`src/rtl/id_ex_register_if.sv`:
```
// ID/EX pipeline register bus: ID-stage fields in, EX-stage fields and load-use hazard out.
interface id_ex_register_if #(
    parameter int unsigned XLEN = 32
);
    localparam int unsigned FUNCT_W = 10;
    localparam int unsigned ADDR_W  = 5;

    logic               stall_i;
    logic               flush_i;
    logic               valid_i;
    logic               RegWrite_i;
    logic               MemToReg_i;
    logic               MemRead_i;
    logic               MemWrite_i;
    logic               ALUSrc_i;
    logic               Branch_i;
    logic [1:0]         ALUOp_i;
    logic [XLEN-1:0]    pc_i;
    logic [XLEN-1:0]    rs1_data_i;
    logic [XLEN-1:0]    rs2_data_i;
    logic [XLEN-1:0]    imm_i;
    logic [FUNCT_W-1:0] funct_i;
    logic [ADDR_W-1:0]  rs1_addr_i;
    logic [ADDR_W-1:0]  rs2_addr_i;
    logic [ADDR_W-1:0]  rd_addr_i;

    logic               valid_o;
    logic               RegWrite_o;
    logic               MemToReg_o;
    logic               MemRead_o;
    logic               MemWrite_o;
    logic               ALUSrc_o;
    logic               Branch_o;
    logic [1:0]         ALUOp_o;
    logic [XLEN-1:0]    pc_o;
    logic [XLEN-1:0]    rs1_data_o;
    logic [XLEN-1:0]    rs2_data_o;
    logic [XLEN-1:0]    imm_o;
    logic [FUNCT_W-1:0] funct_o;
    logic [ADDR_W-1:0]  rs1_addr_o;
    logic [ADDR_W-1:0]  rs2_addr_o;
    logic [ADDR_W-1:0]  rd_addr_o;
    logic               hazard_o;

    modport master (
        output stall_i, flush_i, valid_i,
        output RegWrite_i, MemToReg_i, MemRead_i, MemWrite_i, ALUSrc_i, Branch_i, ALUOp_i,
        output pc_i, rs1_data_i, rs2_data_i, imm_i, funct_i,
        output rs1_addr_i, rs2_addr_i, rd_addr_i,
        input  valid_o,
        input  RegWrite_o, MemToReg_o, MemRead_o, MemWrite_o, ALUSrc_o, Branch_o, ALUOp_o,
        input  pc_o, rs1_data_o, rs2_data_o, imm_o, funct_o,
        input  rs1_addr_o, rs2_addr_o, rd_addr_o,
        input  hazard_o
    );

    modport slave (
        input  stall_i, flush_i, valid_i,
        input  RegWrite_i, MemToReg_i, MemRead_i, MemWrite_i, ALUSrc_i, Branch_i, ALUOp_i,
        input  pc_i, rs1_data_i, rs2_data_i, imm_i, funct_i,
        input  rs1_addr_i, rs2_addr_i, rd_addr_i,
        output valid_o,
        output RegWrite_o, MemToReg_o, MemRead_o, MemWrite_o, ALUSrc_o, Branch_o, ALUOp_o,
        output pc_o, rs1_data_o, rs2_data_o, imm_o, funct_o,
        output rs1_addr_o, rs2_addr_o, rd_addr_o,
        output hazard_o
    );
endinterface

```
`src/rtl/id_ex_register.sv`:
```
// ID/EX pipeline register with stall/flush and load-use hazard detection.
module id_ex_register (
    input logic                clk_i,
    input logic                rst_i,
    id_ex_register_if.slave    bus
);

    // Reset and flush both leave a fully zeroed bubble, so they share one branch.
    always_ff @(posedge clk_i) begin
        if (rst_i || bus.flush_i) begin
            bus.valid_o    <= 1'b0;
            bus.RegWrite_o <= 1'b0;
            bus.MemToReg_o <= 1'b0;
            bus.MemRead_o  <= 1'b0;
            bus.MemWrite_o <= 1'b0;
            bus.ALUSrc_o   <= 1'b0;
            bus.Branch_o   <= 1'b0;
            bus.ALUOp_o    <= '0;
            bus.pc_o       <= '0;
            bus.rs1_data_o <= '0;
            bus.rs2_data_o <= '0;
            bus.imm_o      <= '0;
            bus.funct_o    <= '0;
            bus.rs1_addr_o <= '0;
            bus.rs2_addr_o <= '0;
            bus.rd_addr_o  <= '0;
        end else if (!bus.stall_i) begin
            // Side-effecting controls of an invalid slot are dropped on capture.
            bus.valid_o    <= bus.valid_i;
            bus.RegWrite_o <= bus.RegWrite_i & bus.valid_i;
            bus.MemToReg_o <= bus.MemToReg_i;
            bus.MemRead_o  <= bus.MemRead_i & bus.valid_i;
            bus.MemWrite_o <= bus.MemWrite_i & bus.valid_i;
            bus.ALUSrc_o   <= bus.ALUSrc_i;
            bus.Branch_o   <= bus.Branch_i & bus.valid_i;
            bus.ALUOp_o    <= bus.ALUOp_i;
            bus.pc_o       <= bus.pc_i;
            bus.rs1_data_o <= bus.rs1_data_i;
            bus.rs2_data_o <= bus.rs2_data_i;
            bus.imm_o      <= bus.imm_i;
            bus.funct_o    <= bus.funct_i;
            bus.rs1_addr_o <= bus.rs1_addr_i;
            bus.rs2_addr_o <= bus.rs2_addr_i;
            bus.rd_addr_o  <= bus.rd_addr_i;
        end
    end

    // EX-stage load against the live ID-stage sources; x0 never hazards.
    assign bus.hazard_o = bus.valid_o & bus.MemRead_o & (bus.rd_addr_o != 5'd0)
                        & ((bus.rd_addr_o == bus.rs1_addr_i) | (bus.rd_addr_o == bus.rs2_addr_i));

endmodule

```
`src/flat_wrapper.sv`:
```
// flat-port wrapper written by rule: the top's interface ports become plain ports
module id_ex_register_flat 
  (clk_i, rst_i, bus_stall_i, bus_flush_i, bus_valid_i, bus_RegWrite_i, bus_MemToReg_i, bus_MemRead_i, bus_MemWrite_i, bus_ALUSrc_i, bus_Branch_i, bus_ALUOp_i, bus_pc_i, bus_rs1_data_i, bus_rs2_data_i, bus_imm_i, bus_funct_i, bus_rs1_addr_i, bus_rs2_addr_i, bus_rd_addr_i, bus_valid_o, bus_RegWrite_o, bus_MemToReg_o, bus_MemRead_o, bus_MemWrite_o, bus_ALUSrc_o, bus_Branch_o, bus_ALUOp_o, bus_pc_o, bus_rs1_data_o, bus_rs2_data_o, bus_imm_o, bus_funct_o, bus_rs1_addr_o, bus_rs2_addr_o, bus_rd_addr_o, bus_hazard_o);
  id_ex_register_if #(.XLEN(32)) bus_i ();
  input logic clk_i;
  input logic rst_i;
  input wire logic [$bits(bus_i.stall_i)-1:0] bus_stall_i;
  input wire logic [$bits(bus_i.flush_i)-1:0] bus_flush_i;
  input wire logic [$bits(bus_i.valid_i)-1:0] bus_valid_i;
  input wire logic [$bits(bus_i.RegWrite_i)-1:0] bus_RegWrite_i;
  input wire logic [$bits(bus_i.MemToReg_i)-1:0] bus_MemToReg_i;
  input wire logic [$bits(bus_i.MemRead_i)-1:0] bus_MemRead_i;
  input wire logic [$bits(bus_i.MemWrite_i)-1:0] bus_MemWrite_i;
  input wire logic [$bits(bus_i.ALUSrc_i)-1:0] bus_ALUSrc_i;
  input wire logic [$bits(bus_i.Branch_i)-1:0] bus_Branch_i;
  input wire logic [$bits(bus_i.ALUOp_i)-1:0] bus_ALUOp_i;
  input wire logic [$bits(bus_i.pc_i)-1:0] bus_pc_i;
  input wire logic [$bits(bus_i.rs1_data_i)-1:0] bus_rs1_data_i;
  input wire logic [$bits(bus_i.rs2_data_i)-1:0] bus_rs2_data_i;
  input wire logic [$bits(bus_i.imm_i)-1:0] bus_imm_i;
  input wire logic [$bits(bus_i.funct_i)-1:0] bus_funct_i;
  input wire logic [$bits(bus_i.rs1_addr_i)-1:0] bus_rs1_addr_i;
  input wire logic [$bits(bus_i.rs2_addr_i)-1:0] bus_rs2_addr_i;
  input wire logic [$bits(bus_i.rd_addr_i)-1:0] bus_rd_addr_i;
  output wire logic [$bits(bus_i.valid_o)-1:0] bus_valid_o;
  output wire logic [$bits(bus_i.RegWrite_o)-1:0] bus_RegWrite_o;
  output wire logic [$bits(bus_i.MemToReg_o)-1:0] bus_MemToReg_o;
  output wire logic [$bits(bus_i.MemRead_o)-1:0] bus_MemRead_o;
  output wire logic [$bits(bus_i.MemWrite_o)-1:0] bus_MemWrite_o;
  output wire logic [$bits(bus_i.ALUSrc_o)-1:0] bus_ALUSrc_o;
  output wire logic [$bits(bus_i.Branch_o)-1:0] bus_Branch_o;
  output wire logic [$bits(bus_i.ALUOp_o)-1:0] bus_ALUOp_o;
  output wire logic [$bits(bus_i.pc_o)-1:0] bus_pc_o;
  output wire logic [$bits(bus_i.rs1_data_o)-1:0] bus_rs1_data_o;
  output wire logic [$bits(bus_i.rs2_data_o)-1:0] bus_rs2_data_o;
  output wire logic [$bits(bus_i.imm_o)-1:0] bus_imm_o;
  output wire logic [$bits(bus_i.funct_o)-1:0] bus_funct_o;
  output wire logic [$bits(bus_i.rs1_addr_o)-1:0] bus_rs1_addr_o;
  output wire logic [$bits(bus_i.rs2_addr_o)-1:0] bus_rs2_addr_o;
  output wire logic [$bits(bus_i.rd_addr_o)-1:0] bus_rd_addr_o;
  output wire logic [$bits(bus_i.hazard_o)-1:0] bus_hazard_o;
  assign bus_i.stall_i = bus_stall_i;
  assign bus_i.flush_i = bus_flush_i;
  assign bus_i.valid_i = bus_valid_i;
  assign bus_i.RegWrite_i = bus_RegWrite_i;
  assign bus_i.MemToReg_i = bus_MemToReg_i;
  assign bus_i.MemRead_i = bus_MemRead_i;
  assign bus_i.MemWrite_i = bus_MemWrite_i;
  assign bus_i.ALUSrc_i = bus_ALUSrc_i;
  assign bus_i.Branch_i = bus_Branch_i;
  assign bus_i.ALUOp_i = bus_ALUOp_i;
  assign bus_i.pc_i = bus_pc_i;
  assign bus_i.rs1_data_i = bus_rs1_data_i;
  assign bus_i.rs2_data_i = bus_rs2_data_i;
  assign bus_i.imm_i = bus_imm_i;
  assign bus_i.funct_i = bus_funct_i;
  assign bus_i.rs1_addr_i = bus_rs1_addr_i;
  assign bus_i.rs2_addr_i = bus_rs2_addr_i;
  assign bus_i.rd_addr_i = bus_rd_addr_i;
  assign bus_valid_o = bus_i.valid_o;
  assign bus_RegWrite_o = bus_i.RegWrite_o;
  assign bus_MemToReg_o = bus_i.MemToReg_o;
  assign bus_MemRead_o = bus_i.MemRead_o;
  assign bus_MemWrite_o = bus_i.MemWrite_o;
  assign bus_ALUSrc_o = bus_i.ALUSrc_o;
  assign bus_Branch_o = bus_i.Branch_o;
  assign bus_ALUOp_o = bus_i.ALUOp_o;
  assign bus_pc_o = bus_i.pc_o;
  assign bus_rs1_data_o = bus_i.rs1_data_o;
  assign bus_rs2_data_o = bus_i.rs2_data_o;
  assign bus_imm_o = bus_i.imm_o;
  assign bus_funct_o = bus_i.funct_o;
  assign bus_rs1_addr_o = bus_i.rs1_addr_o;
  assign bus_rs2_addr_o = bus_i.rs2_addr_o;
  assign bus_rd_addr_o = bus_i.rd_addr_o;
  assign bus_hazard_o = bus_i.hazard_o;
  id_ex_register u_core (.clk_i(clk_i), .rst_i(rst_i), .bus(bus_i));
endmodule
```
`config.mk`:
```
export PLATFORM = sky130hd
export DESIGN_NAME = id_ex_register_flat
export DESIGN_NICKNAME = d
export VERILOG_FILES = /design/src/rtl/id_ex_register_if.sv /design/src/rtl/id_ex_register.sv /design/src/flat_wrapper.sv
export SDC_FILE = /design/constraint.sdc
export NUM_CORES = 1
export LEC_CHECK = 0
export ABC_AREA = 1
export BUFFER_PORTS_ARGS = -buffer_cell sky130_fd_sc_hd__buf_4
export CORE_AREA = 2 2 127 129
export CTS_CLUSTER_SIZE = 25
export DETAILED_ROUTE_END_ITERATION = 6
export DIE_AREA = 0 0 129 131
export PLACE_DENSITY = 0.78
export SLEW_MARGIN = 25
export SYNTH_ARGS = -nofsm -noshare
export SYNTH_HDL_FRONTEND = slang
export SYNTH_SLANG_ARGS = --single-unit
```
`constraint.sdc`:
```
create_clock -name clk_i -period 1.4 [get_ports clk_i]
set_clock_uncertainty 0.05 [all_clocks]
set_input_delay 0.42 -clock clk_i [delete_from_list [all_inputs] [get_ports clk_i]]
set_output_delay 0.42 -clock clk_i [all_outputs]
set_load 0.03 [all_outputs]
```
# ---- After elaboration in Yosys (flattened, before gate mapping)
# Index checks and enable logic that the tools add are counted.
dict set report classes {
  add_sub_neg 0
  mul 0
  n_div 0
  order_cmp 0
  n_eq_ne 2
  n_shift 0
  mux 0
  bitwise_logic 8
  reduce_logical 2
}
# op count
set ops {}
lappend ops {{5-bit == test} 2}
lappend ops {{1-bit bitwise AND} 7}
lappend ops {{5-bit nonzero test} 1}
lappend ops {{1-bit logical OR} 1}
lappend ops {{1-bit OR} 1}
dict set report word_totals {
  ff_bits 162
  latch_bits 0
  ramBits 0
  mem_bits_ro 0
  inputBits 166
  output_inout_bits 163
  word_cells 28
  n_memories 0
}

# ---- Longest topological paths before layout
# Gate-level depths: netlist of the first run.
dict set report logic_depth {
  ltp_word 3
  mapped_depth 7
  ltp_nobuf 6
}

# ---- Worst setup path after synthesis of the first run
# Ideal clock, no wire load.
dict set report synth_path {
  path_type {reg2out}
  start {register u_core.bus.rd_addr_o[4]}
  end {output bus_hazard_o}
  t_arrival_ns 1.431
  required_time_ns 0.930
  slack_ns -0.501
  stages_incl_launch_ff 7
  cell_sequence {dfxtp_1 -> inv_1 -> nand2_1 -> nand2_1 -> nor2_1 -> nand3_1 -> a21oi_1}
}
dict set report synth_between {
  elab_chain_len 3
  word_cells_on_any_way 6
  classes_between {2 x eq/ne; 3 x bitwise; 1 x reduce/logical}
}
# element line
set synth_lines {}
lappend synth_lines {{start: declaration} id_ex_register_if.sv:65} ;# output rs1_addr_o, rs2_addr_o, rd_addr_o,
lappend synth_lines {{start signal: assignment} id_ex_register.sv:44} ;# bus.rd_addr_o <= bus.rd_addr_i;
lappend synth_lines {{5-bit == test / 5-bit nonzero test (equally long branches)} {id_ex_register.sv:50, id_ex_register.sv:49}}
lappend synth_lines {{1-bit OR / 1-bit bitwise AND (equally long branches)} {id_ex_register.sv:50, id_ex_register.sv:49}}
lappend synth_lines {{1-bit bitwise AND *} id_ex_register.sv:50} ;# & ((bus.rd_addr_o == bus.rs1_addr_i) | (bus.rd_addr_o == bus.rs2_addr_i));
lappend synth_lines {{end: declaration} flat_wrapper.sv:41} ;# output wire logic [$bits(bus_i.hazard_o)-1:0] bus_hazard_o;
# Mark *: on every way between the ends. The rest lies on a longest branch, timed or not.

# ---- Final worst setup path of the first run
# Same ends and word-level chain as after synthesis.

==> out/metrics.cfg, run 1 <==
[status]
outcome = finished with violations
violated_checks = negative setup slack

[timing]
peak_clock_frequency_supported_by_timing_mhz = 515
finalCriticalPeriod_ns = 1.94
final_min_period_over_clock_period_pct = 139
tightestPinTransition_ns = 0.302
rsz_0062_raised_after_global_routing = true
finalHoldViolCount = 0
whs_ns = 0.186
finalSetupViolations = 3
worst_slack_ns = -0.544
slew_headroom_pct = 79.9
finalMaxSlewViolations = 0

[final_layout]
multiInputGateArea_um2 = 2530
nFillCells = 1208
final_cell_mix = sky130_fd_sc_hd__nand2_1, sky130_fd_sc_hd__buf_4, sky130_fd_sc_hd__buf_6
layout_cell_share_with_drive_strength_beyond_1_pct = 59.5
final_net_count = 1241
final_common_cell = sky130_fd_sc_hd__nand2_1
n_antenna_cell = 0
final_cell_count_no_fill = 1302
sequential_cell_area_um2 = 3440
area_growth_pct = 70.0

[clock_tree]
tritoncts.num_buffers = 17
tritoncts_num_sinks = 162
max-clock-path-buffers = 2
tritoncts = built
clock-root-buffer = sky130_fd_sc_hd__clkbuf_16
clk_pin_slew_ns = 0.07
insertion_delay_ns = 0.42
ctsHtreeMaxLevel = 4

[synthesis]
synthesis.instances = 739
netlist_area_um2 = 6080
synth-compound-area-share_pct = 18.8
synth-seq-area-share_pct = 53.3
post_synth_fa_ha_maj_area_fraction_pct = 0
syn-mean-instance-area_um2 = 8.23
largest_family_of_logic_cells_by_synthesized_area = simple AND/OR/NAND/NOR gates
postSynthNetCount = 905
synthDistinctLibCells = 18
synthSimpleGateAreaFrac_pct = 21.4
synthXorXnorAreaFrac_pct = 0.432
multiplexer_share_of_the_synthesized_area_pct = 0
postSynthRegisterBits = 162
total_of_warnings_raised_by_yosys = 0

[grt]
globalRouteTotalUtil_pct = 21.0
grt_start_max_net_pins = 57
grt_overflow = 0
first_global_vias = 5693
grt_antenna_before_repair = 0
grt_first_pass_wirelength_mm = 28.0

[hold_path]
holdPathStages = 3
worstHoldPathType = in2reg

[place]
dp_hpwl_mm = 13.1
port_buffers = 328
post-place-cells = 1270
finalWeightedCongestion = 0.783
pre_cts_slack_ns = -0.362

[floorplanning]
chipWidth_um = 129
initial_util_pct = 39.0
die-area_um2 = 16900
io_pins = 329
die-height_um = 131
design.core.area_um2 = 15600
placementRows = 46

[power_and_ir_drop]
irDropWorstVdd_uv = 741
powerDensity_nw_per_um2 = 1070
leakage_uw = 0.00445

[drt]
via_per_inst = 4.68
num_vias = 6091
first_pass_iters = 4
wl_mm = 19.2
post_drt_wl_per_cell_um = 14.7
postRouteAntennaNets = 0
detail_route.drc_violations = 0
drt_first_iter_violations = 278

[setup_path]
reg2reg_depth = 3
critical_path_peak_fanout = 4
max_stage_delay_ns = 0.36
startpoint_type = register
setup.reg_to_reg.worst_slack_ns = 0.47
slowest_stage = sky130_fd_sc_hd__dfxtp_4
cp.arrival_ns = 1.47
worst-setup-path-type = reg2out
worstPathCellList = nand2_1, nand2_2, nor2_4, nand3_2, a21oi_4, buf_6
endpoint_kind_of_the_worst_setup_timing_path = output pin
worst_ep_required_time_ns = 0.93

[job]
max_cap_violations = 0

[cell usage after synthesis, drive strengths merged]
master,number,area (µm²)
a211oi,11,82.6
inv,13,48.8
clkinv,1,5.00
or2,1,6.26
xnor2,2,17.5
nand2,321,1200
dfxtp,162,3240
nor2,17,63.8
buf,36,253
clkbuf,17,63.8
nor3,1,5.00
nand3,4,20.0
xor2,1,8.76
a21oi,152,1060
[registers in the layout, summed over array words and instances (netlist names), 2 cells and up]
name and cells:
u_core.bus.imm_o 32, u_core.bus.pc_o 32, u_core.bus.rs1_data_o 32, u_core.bus.rs2_data_o 32, u_core.bus.funct_o 10, u_core.bus.rd_addr_o 5, u_core.bus.rs1_addr_o 5, u_core.bus.rs2_addr_o 5
u_core.bus.ALUOp_o 2
[critical path, delay by kind of cell (launching register included)]
| kind | cells | cell delay [ns] |
|---|---|---|
| compound gates | 1 | 0.15 |
| simple gates | 4 | 0.39 |
| buf+inv | 1 | 0.15 |
| flops | 1 | 0.36 |
[final cells by class]
type | instances | area share (%)
tap | 216 | 2.61
timing repair buffer | 370 | 33.7
clock buffer | 21 | 4.66
multi-input combinational | 510 | 24.5
sequential | 162 | 33.3
inverter | 14 | 0.532
clock inverter | 9 | 0.774
[kinds of logic after synthesis]
kind of cell	count (synthesis)
AO/OA/AOI/OAI	163
AND/OR/NAND/NOR	344
buffers and inverters	67
XOR/XNOR	3
flip-flops	162
[worst paths after layout]
path | from | to
max | u_core.bus.rd_addr_o[4] | bus_hazard_o
max reg2reg | u_core.bus.rd_addr_o[2] | u_core.bus.rd_addr_o[2]
min | bus_rs1_data_i[26] | u_core.bus.rs1_data_o[26]
min reg2reg | u_core.bus.rs2_data_o[17] | u_core.bus.rs2_data_o[17]
[stage by stage]
stage               area (µm²)  setup TNS [ns]  util, %  total power (µW)
detailed placement        8950          -0.435     57.4              6530
finish                   10300          -0.657     66.3             11100
global placement          8950          -0.347     57.4              6510
floorplan                 6110         -0.0980        -              5740
global route             10300          -0.936     66.3             11400
CTS                       9950          -0.800     63.8             11100
[metal layers]
| metal | global-route usage [%] | vias up | part of all wire (%) |
|---|---|---|---|
| met1 | 23.8 | 2785 | 39 |
| met2 | 36.0 | 239 | 49 |
| met5 | 0 | - | 0 |
| li1 | - | 3035 | - |
| met4 | 7.61 | 0 | 2.0 |
| met3 | 8.47 | 32 | 9.0 |
[where the power goes]
| group | switching [µW] | total, µW | leakage [µW] | internal (µW) |
|---|---|---|---|---|
| Sequential | 109 | 4890 | 0.00139 | 4780 |
| Combinational | 890 | 1710 | 0.00278 | 815 |
| Clock | 1840 | 4460 | 0.000276 | 2620 |
[timing repair]
action	in CTS	in global routing
endpoints found under the setup margin	102	123
hold buffers	0	0
gates resized for setup	145	170
buffers inserted	1	1
pin swaps	7	6
No activity file was read; power rests on OpenSTA's default activity.
==> run 2: changes to the inputs <==
==> constraint.sdc (replaced) <==
create_clock -name clk_i -period 1.9 [get_ports clk_i]
set_clock_uncertainty 0.05 [all_clocks]
set_input_delay 0.57 -clock clk_i [delete_from_list [all_inputs] [get_ports clk_i]]
set_output_delay 0.57 -clock clk_i [all_outputs]
set_load 0.03 [all_outputs]
==> run 2 against run 1 <==
The run still ends with negative setup slack left. Global-route usage shrank 1.5 points. Combinational power shrank 34%. Count of clock-buffer cells in the layout shrank 1. Die area is the same. Critical endpoint unchanged.
==> out/metrics.cfg, run 2 (synthesis gave the netlist of run 1 again) <==
[grt]
globalRouteTotalUtil_pct = 19.5  ; -1.5 points
grt_antenna_before_repair = 0  ; unchanged
grt_start_max_net_pins = 94  ; +65%
grt_first_pass_wirelength_mm = 26.2  ; -6.4%
grt_overflow = 0  ; unchanged
first_global_vias = 5244  ; -7.9%

[timing]
worst_slack_ns = -0.199  ; +0.345 ns
tightestPinTransition_ns = 0.412  ; +0.110 ns
slew_headroom_pct = 72.5  ; -7.3 points
rsz_0062_raised_after_global_routing = true
finalHoldViolCount = 0  ; unchanged
peak_clock_frequency_supported_by_timing_mhz = 476
finalMaxSlewViolations = 0  ; unchanged
finalCriticalPeriod_ns = 2.10
finalSetupViolations = 1  ; -2
final.setup.tns_ns = -0.199  ; +0.458 ns
final_min_period_over_clock_period_pct = 110

[clock_tree]
tritoncts.num_buffers = 17  ; unchanged
tritoncts = built
insertion_delay_ns = 0.41  ; about the same
ctsHtreeMaxLevel = 4  ; unchanged
clock-root-buffer = sky130_fd_sc_hd__clkbuf_16
max-clock-path-buffers = 2  ; unchanged
cts.hold.buffers_added = 0  ; unchanged
tritoncts_num_sinks = 162  ; unchanged
clk_pin_slew_ns = 0.07  ; about the same

[power_and_ir_drop]
powerDensity_nw_per_um2 = 859  ; -20%
leakage_uw = 0.00413  ; -7.2%
irDropWorstVdd_uv = 544  ; -27%
comb_power_share_pct = 14.1  ; -1.3 points
power_report.internal_total_uw = 5900  ; -28%
seqPwrFrac_pct = 44.4  ; +0.2 points
share_clk_of_total_power_pct = 41.5  ; +1.2 points
p_sw_uw = 2130  ; -25%
swShare_pct = 26.5  ; +0.86 points

[final_layout]
n_antenna_cell = 0  ; unchanged
sequential_cell_area_um2 = 3250  ; -5.4%
nFillCells = 1381  ; +14%
layout_cell_share_with_drive_strength_beyond_1_pct = 44.8  ; -15 points
final_common_cell = sky130_fd_sc_hd__buf_4
final_cell_mix = sky130_fd_sc_hd__buf_4, sky130_fd_sc_hd__nand2_1, sky130_fd_sc_hd__dfxtp_1
area_growth_pct = 53.7
multiInputGateArea_um2 = 2510  ; -0.99%
final_net_count = 1217  ; -1.9%
final_cell_count_no_fill = 1280  ; -1.7%

[place]
post-place-cells = 1247  ; -1.8%
port_buffers = 328  ; unchanged
dp_hpwl_mm = 12.5  ; -4.5%
finalWeightedCongestion = 0.776  ; -0.83%

[status]
outcome = finished with violations
violated_checks = negative setup slack

[setup_path]
worst_ep_required_time_ns = 1.28  ; +0.35 ns
critical_path_peak_fanout = 5  ; +1
startpoint_type = register
worst-setup-path-type = reg2out
cp.arrival_ns = 1.48  ; about the same
endpoint_kind_of_the_worst_setup_timing_path = output pin

[drt]
post_drt_wl_per_cell_um = 13.9  ; -5.9%
wl_mm = 17.7  ; -7.4%
drt_first_iter_violations = 234  ; -16%
postRouteAntennaNets = 0  ; unchanged
num_vias = 5877  ; -3.5%
detail_route.drc_violations = 0  ; unchanged
via_per_inst = 4.59  ; -1.9%
first_pass_iters = 4  ; unchanged

[job]
max_cap_violations = 0  ; unchanged

[floorplanning]
initial_util_pct = 39.0  ; unchanged
design.core.area_um2 = 15600  ; unchanged
die-height_um = 131  ; unchanged
die-area_um2 = 16900  ; unchanged
placementRows = 46  ; unchanged
io_pins = 329  ; unchanged
chipWidth_um = 129  ; unchanged

[hold_path]
worstHoldPathType = in2reg

-- run 2: layout make-up --
| cell class | count | share of cell area [%] |
|---|---|---|
| Multi-Input combinational cell | 510 | 26.8 |
| Sequential cell | 162 | 34.8 |
| Tap cell | 216 | 2.89 |
| Timing Repair Buffer | 346 | 28.7 |
| Inverter | 14 | 0.589 |
| Clock inverter | 12 | 1.30 |
| Clock buffer | 20 | 4.88 |
-- run 2: worst max-delay path, stage by stage, from the launching register on --
cell and delay (ns):
sky130_fd_sc_hd__dfxtp_4 0.39, sky130_fd_sc_hd__inv_2 0.05, sky130_fd_sc_hd__nand2_2 0.06, sky130_fd_sc_hd__nand2_2 0.06, sky130_fd_sc_hd__nor2_4 0.11, sky130_fd_sc_hd__nand3_2 0.08
sky130_fd_sc_hd__a21oi_2 0.16, sky130_fd_sc_hd__buf_6 0.15
-- run 2: power groups by stage --
stage / Clock, µW / Sequential (µW) / Combinational [µW]
after CTS: 3420 / 3560 / 1140
after detailed placement: 0 / 3640 / 1130
after global routing: 3540 / 3570 / 1220
final: 3330 / 3560 / 1130
after floorplan: 0 / 3850 / 382
after global placement: 0 / 3640 / 1120
-- run 2: routing by layer --
| metal | part of all wire (%) | track usage (%) | vias up |
|---|---|---|---|
| met3 | 9.2 | 7.65 | 26 |
| met5 | 0 | 0 | - |
| met2 | 48 | 32.5 | 220 |
| li1 | - | - | 2981 |
| met4 | 1.5 | 6.65 | 0 |
| met1 | 41 | 23.1 | 2650 |
-- run 2: what timing repair did --
action | in CTS | in global routing
pin swaps | 3 | 6
setup endpoints to repair | 1 | 1
resized for setup | 14 | 6
setup buffers | 1 | 0
-- run 2: path summary, 6_finish.rpt --
kind | cells after the start | end | slack, ns | from
worst min register to register | 2 | u_core.bus.imm_o[1] | 0.41 | u_core.bus.imm_o[1]
worst max register to register | 2 | u_core.bus.rd_addr_o[3] | 1.10 | u_core.bus.rd_addr_o[3]
worst min-delay path | 3 | u_core.bus.rs2_data_o[10] | 0.35 | bus_rs2_data_i[10]
worst max-delay path | 7 | bus_hazard_o | -0.20 | u_core.bus.rd_addr_o[1]
-- run 2: per-stage QoR --
stage                     power [µW]  hold WS (ns)  util (%)  setup slack, ns  area, µm²
final                           8030         0.350      60.0           -0.199       9350
after floorplan                 4230         0.531         -           0.0104       6090
after global routing            8340         0.339      60.0           -0.287       9350
after global placement          4760         0.397      55.9           -0.119       8720
after CTS                       8120         0.334      59.9           -0.209       9340
after detailed placement        4770         0.405      55.9           -0.122       8720
